--- config.mk ---
export PLATFORM = sky130hd
export DESIGN_NAME = div_mnbit_seq
export DESIGN_NICKNAME = d
export VERILOG_FILES = /design/src/rtl/div_pkg.sv /design/src/rtl/rca_nbit.sv /design/src/rtl/div_mnbit_seq.sv
export SDC_FILE = /design/constraint.sdc
export NUM_CORES = 1
export LEC_CHECK = 0
export ABC_AREA = 1
export CAP_MARGIN = 20
export CORE_MARGIN = 3
export CORE_UTILIZATION = 40
export CTS_CLUSTER_DIAMETER = 200
export DETAILED_ROUTE_END_ITERATION = 10
export GPL_TIMING_DRIVEN = 1
export PLACE_DENSITY = 0.63
export RECOVER_POWER = 25
export SYNTH_ARGS = -nofsm -noshare
export SYNTH_HDL_FRONTEND = slang
export SYNTH_SLANG_ARGS = --single-unit
--- constraint.sdc ---
create_clock -name clk -period 2.15 [get_ports clk]
set_clock_uncertainty 0.2 [all_clocks]
set_input_delay 0.43 -clock clk [delete_from_list [all_inputs] [get_ports clk]]
set_output_delay 0.43 -clock clk [all_outputs]
set_load 0.01 [all_outputs]
--- src/rtl/div_pkg.sv ---
// Shared types and sizing helpers for the sequential restoring divider.
package div_pkg;

    typedef enum logic [1:0] {IDLE, CALC, DONE} div_state_t;

    localparam int DIV_M_DEF = 8;
    localparam int DIV_CNT_W = $clog2(DIV_M_DEF + 1);

    function automatic int cnt_width(input int m);
        return $clog2(m + 1);
    endfunction

endpackage

--- src/rtl/rca_nbit.sv ---
// N-bit ripple-carry adder; used as the divider's trial subtractor.
module rca_nbit #(
    parameter int N = 4
) (
    input  logic [N-1:0] a,
    input  logic [N-1:0] b,
    input  logic         cin,
    output logic [N-1:0] s,
    output logic         co
);

    logic [N:0] c;

    assign c[0] = cin;

    for (genvar i = 0; i < N; i++) begin : g_fa
        assign s[i]   = a[i] ^ b[i] ^ c[i];
        assign c[i+1] = (a[i] & b[i]) | (c[i] & (a[i] ^ b[i]));
    end

    assign co = c[N];

endmodule

--- src/rtl/div_mnbit_seq.sv ---
// Sequential unsigned restoring divider, one quotient bit per clock,
// with start/done handshake and held result registers.
module div_mnbit_seq
    import div_pkg::*;
#(
    parameter int M = 8,
    parameter int N = 4
) (
    input  logic         clk,
    input  logic         rst_n,
    input  logic         start,
    input  logic [M-1:0] dividend,
    input  logic [N-1:0] divisor,
    output logic         busy,
    output logic         done,
    output logic [M-1:0] quotient,
    output logic [N-1:0] remainder,
    output logic         div_by_zero
);

    localparam int CW = cnt_width(M);

    div_state_t    state_q, state_d;
    logic [CW-1:0] cnt_q, cnt_d;
    logic [N:0]    rem_q, rem_d;
    logic [M-1:0]  dvd_q, dvd_d;
    logic [N-1:0]  dsr_q, dsr_d;
    logic [M-1:0]  quo_q, quo_d;
    logic [M-1:0]  quotient_q, quotient_d;
    logic [N-1:0]  remainder_q, remainder_d;
    logic          dbz_q, dbz_d;
    logic          busy_q, busy_d;
    logic          done_q, done_d;

    logic [N:0]    shifted;
    logic [N:0]    diff;
    logic          no_borrow;

    assign shifted = (rem_q << 1) | {{N{1'b0}}, dvd_q[M-1]};

    // co=1 from r + ~{0,divisor} + 1 means r >= divisor
    rca_nbit #(
        .N(N + 1)
    ) u_sub (
        .a  (shifted),
        .b  (~{1'b0, dsr_q}),
        .cin(1'b1),
        .s  (diff),
        .co (no_borrow)
    );

    always_comb begin
        state_d     = state_q;
        cnt_d       = cnt_q;
        rem_d       = rem_q;
        dvd_d       = dvd_q;
        dsr_d       = dsr_q;
        quo_d       = quo_q;
        quotient_d  = quotient_q;
        remainder_d = remainder_q;
        dbz_d       = dbz_q;
        unique case (state_q)
            IDLE: begin
                if (start) begin
                    dvd_d = dividend;
                    dsr_d = divisor;
                    rem_d = '0;
                    cnt_d = '0;
                    quo_d = '0;
                    if (divisor == '0) begin
                        state_d     = DONE;
                        quotient_d  = '1;
                        remainder_d = dividend[N-1:0];
                        dbz_d       = 1'b1;
                    end else begin
                        state_d = CALC;
                    end
                end
            end
            CALC: begin
                rem_d = no_borrow ? diff : shifted;
                quo_d = {quo_q[M-2:0], no_borrow};
                dvd_d = {dvd_q[M-2:0], 1'b0};
                cnt_d = cnt_q + CW'(1);
                if (cnt_q == CW'(M - 1)) begin
                    state_d     = DONE;
                    quotient_d  = {quo_q[M-2:0], no_borrow};
                    remainder_d = no_borrow ? diff[N-1:0] : shifted[N-1:0];
                    dbz_d       = 1'b0;
                end
            end
            DONE: begin
                state_d = IDLE;
            end
            default: begin
                state_d = IDLE;
            end
        endcase
        busy_d = (state_d != IDLE);
        done_d = (state_d == DONE);
    end

    always_ff @(posedge clk or negedge rst_n) begin
        if (!rst_n) begin
            state_q     <= IDLE;
            cnt_q       <= '0;
            rem_q       <= '0;
            dvd_q       <= '0;
            dsr_q       <= '0;
            quo_q       <= '0;
            quotient_q  <= '0;
            remainder_q <= '0;
            dbz_q       <= 1'b0;
            busy_q      <= 1'b0;
            done_q      <= 1'b0;
        end else begin
            state_q     <= state_d;
            cnt_q       <= cnt_d;
            rem_q       <= rem_d;
            dvd_q       <= dvd_d;
            dsr_q       <= dsr_d;
            quo_q       <= quo_d;
            quotient_q  <= quotient_d;
            remainder_q <= remainder_d;
            dbz_q       <= dbz_d;
            busy_q      <= busy_d;
            done_q      <= done_d;
        end
    end

    assign busy        = busy_q;
    assign done        = done_q;
    assign quotient    = quotient_q;
    assign remainder   = remainder_q;
    assign div_by_zero = dbz_q;

endmodule

==> results.txt <==
Async SR Flop Fraction -> 1.000
Post-Synthesis Cells -> 238
GPL Wtd Cong -> 0.8625
DRC viols -> 0
CP max stage delay -> 0.43 ns
HP Class -> input port to asynchronous set/reset pin
Hold-fix buffers, CTS -> 0
Routed length per placed instance -> 12.05 um
Clock share of power -> 0.155
CP Cell Sequence -> inv_2, ha_4, fa_2, fa_2, inv_2, fa_2, nand3_2, nand3_2, nand2_1, nand2_1
Switching pwr -> 1.638 mW
Placement Setup Slack -> -0.2683 ns
Drt pass-1 iters -> 4
Chip height -> 77.14 um
Slew @ Worst Pin -> 1.075 ns
Latest clock arrival within the worst-skew pair -> 0.30 ns
Core area -> 4817 sq um
Setup TNS -> -0.4624 ns
Worst r2r path cells -> 10
Post-synth EDFFs -> 0
Routed Antenna Nets -> 0
Critical Path Start Type -> flip-flop
Ranking of synthesized cells by area -> dfrtp_1 (54%), nand2_1 (20%), nand3_1 (5.2%), inv_1 (3.5%), fa_1 (3.0%)
Num rows -> 25
Min Tclk post-route -> 2.306 ns
CP max-delay cell -> fa_2
Initial Util -> 0.4203
CTS max path bufs -> 2
Part of the power in registers -> 0.350
Share of post-route cells with drive strength above 1 -> 0.1486
Final period utilization -> 1.072
Static Leak -> 1.289 nW
Most frequent CP cell -> fa_2
First-pass GRT wire length -> 7010 um
CTS Buf Count -> 5
Antenna violations before repair -> 0
Fin. Hold Viols -> 0
Buf/Inv on CP -> 2
Avg Synthesized Cell Area -> 8.506 sq um
Largest net degree at the start of global routing -> 45
Worst vdd ir -> 0.4955 mV
Final instance area -> 2585 sq um
R2R Path End -> remainder[3]
Power per cell area -> 1583 nW/um^2
Seq/Total Area, Yosys -> 0.5439
Vias in the first global route -> 1475
Worst Path Class, Setup -> flip-flop to flip-flop
Switching part of the total -> 0.4004
Power Total -> 4.092 mW
Finished Layout Cells -> 343
Slack of the critical path -> -0.1558 ns
Placed Area -> 2411 sq um
# clock sinks -> 44
Worst Path Required -> 2.15 ns
Most instantiated cells after synthesis -> nand2_1 (106), dfrtp_1 (44), nand3_1 (21)
Gr ovfl total -> 0
Crit end category -> flip-flop
Vias -> 1576
Die Area -> 5951 sq um
I/O Pins -> 30
RSZ-0062 raised after global routing -> true
GRT Resource Usage Total -> 0.1496
R2R Setup Slk -> -0.16 ns
Critical path startpoint -> dvd_q[7]
Area delta synth->final -> 27.69%
HPWL Detailed -> 2875 um
Synth Net Count -> 258
Top delay family on crit path -> adder cells
# setup viols final -> 5
Placed insts -> 334
Top-area cell type share of the netlist area -> 0.5439
CTS root buffer -> clkbuf_8
Combinational share of power -> 0.495
Failing checks -> negative setup slack
Synthesized cell area -> 2024 sq um
Diode count -> 0
Max Slew Vio Count -> 0
Slew HR -> 0.2834
IO buf count -> 29
CTS H-tree depth -> 2
Fmax -> 433.7 MHz
Cell taking the most area after synthesis -> dfrtp_1
Dominant synthesized flop cell -> dfrtp_1
Drt first-iter violations -> 56
CP Max Fanout -> 2
Vias per cell -> 4.595
Clock tree from TritonCTS -> yes
Die width -> 77.14 um
Most frequent cell after synthesis -> nand2_1
Yosys warning total -> 0
Worst r2r src -> dvd_q[7]
Final wirelength -> 4134 um
Status -> finished, violations left
Layout net count -> 295
Pint -> 2.453 mW
Arrival @ worst endpoint -> 2.31 ns
Number of synthesized register bits -> 44
Max Cap Viol -> 0
Clock transition at path regs -> 0.09 ns
Distinct cells, synth -> 20
[per-stage QoR]
step / util / hold WS (ns)
after detailed placement: 0.5005 / 0.2583
after floorplan: - / -0.06559
after global routing: 0.5366 / 0.2846
final: 0.5366 / 0.1915
after global placement: 0.5005 / 0.2533
after CTS: 0.5314 / 0.01363
[area by class of cell]
| type | count | area [sq um] |
|---|---|---|
| Clock buffer | 5 | 68.82 |
| Clock inverter | 3 | 42.54 |
| Fill cell | 469 | 2232 |
| Inverter | 23 | 86.33 |
| Multi-Input combinational cell | 163 | 835.8 |
| Sequential cell | 44 | 1101 |
| Tap cell | 67 | 83.83 |
| Timing Repair Buffer | 38 | 366.6 |
[per-layer routing]
layer / share of wire / track usage / vias to the layer above
li1: - / - / 818
met1: 0.50 / 0.2036 / 719
met2: 0.45 / 0.2306 / 30
met3: 0.033 / 0.03521 / 9
met4: 0.021 / 0.05872 / 0
met5: 0 / 0 / -
[worst register-to-register path, cell delays in order, from the launching register on]
cell     delay, ns
dfrtp_1       0.38
inv_2         0.06
ha_4          0.16
fa_2          0.33
fa_2          0.34
inv_2         0.07
fa_2          0.43
nand3_2       0.09
nand3_2       0.06
nand2_1       0.06
nand2_1       0.04
[timing repair]
item | CTS | global route
cloned | 0 | 0
pin swaps | 3 | 7
resized for setup | 7 | 7
setup endpoints to repair | 10 | 10
setup buffers | 1 | 0
[state kept, by name, summed over array words and instances, names as in the netlist]
register     flops
quo_q            7
dvd_q            8
state_q          2
busy             1
cnt_q            4
done             1
quotient         8
dsr_q            4
rem_q            4
div_by_zero      1
remainder        4
[power groups by stage]
| stage | combinational [mW] | clock [mW] | sequential, mW |
|---|---|---|---|
| after floorplan | 1.23 | 0 | 1.46 |
| after global placement | 1.84 | 0 | 1.42 |
| after detailed placement | 1.88 | 0 | 1.44 |
| after CTS | 1.97 | 0.649 | 1.43 |
| after global routing | 2.30 | 0.689 | 1.49 |
| final | 2.03 | 0.636 | 1.43 |
[cell families after synthesis]
group	share of synthesized area
DFF	0.5439
and+or+nand+nor	0.2893
adders and majority gates	0.04203
buffers and inverters	0.07355
AOI/OAI and AO/OA	0.05130
[worst max path at each step]
stage,end,slack (ns),depth (start not counted)
after floorplan,remainder[3],-0.11,10
after global placement,remainder[0],-0.19,11
after detailed placement,remainder[0],-0.27,11
after CTS,remainder[3],-0.21,10
after global routing,remainder[3],-0.26,10
final,remainder[3],-0.16,10
[cells in the final DEF, fill, tap and decap left out, drive strengths merged]
cell type        n
o22ai            8
a21oi            1
fa               3
clkbuf           6
inv             22
nand2          107
nand3           22
clkdlybuf4s50   28
bufinv           1
buf              9
nor2            11
clkinv           2
ha               2
o21ai            9
dfrtp           44
clkinvlp         1
(Power assumes the default switching activity.)
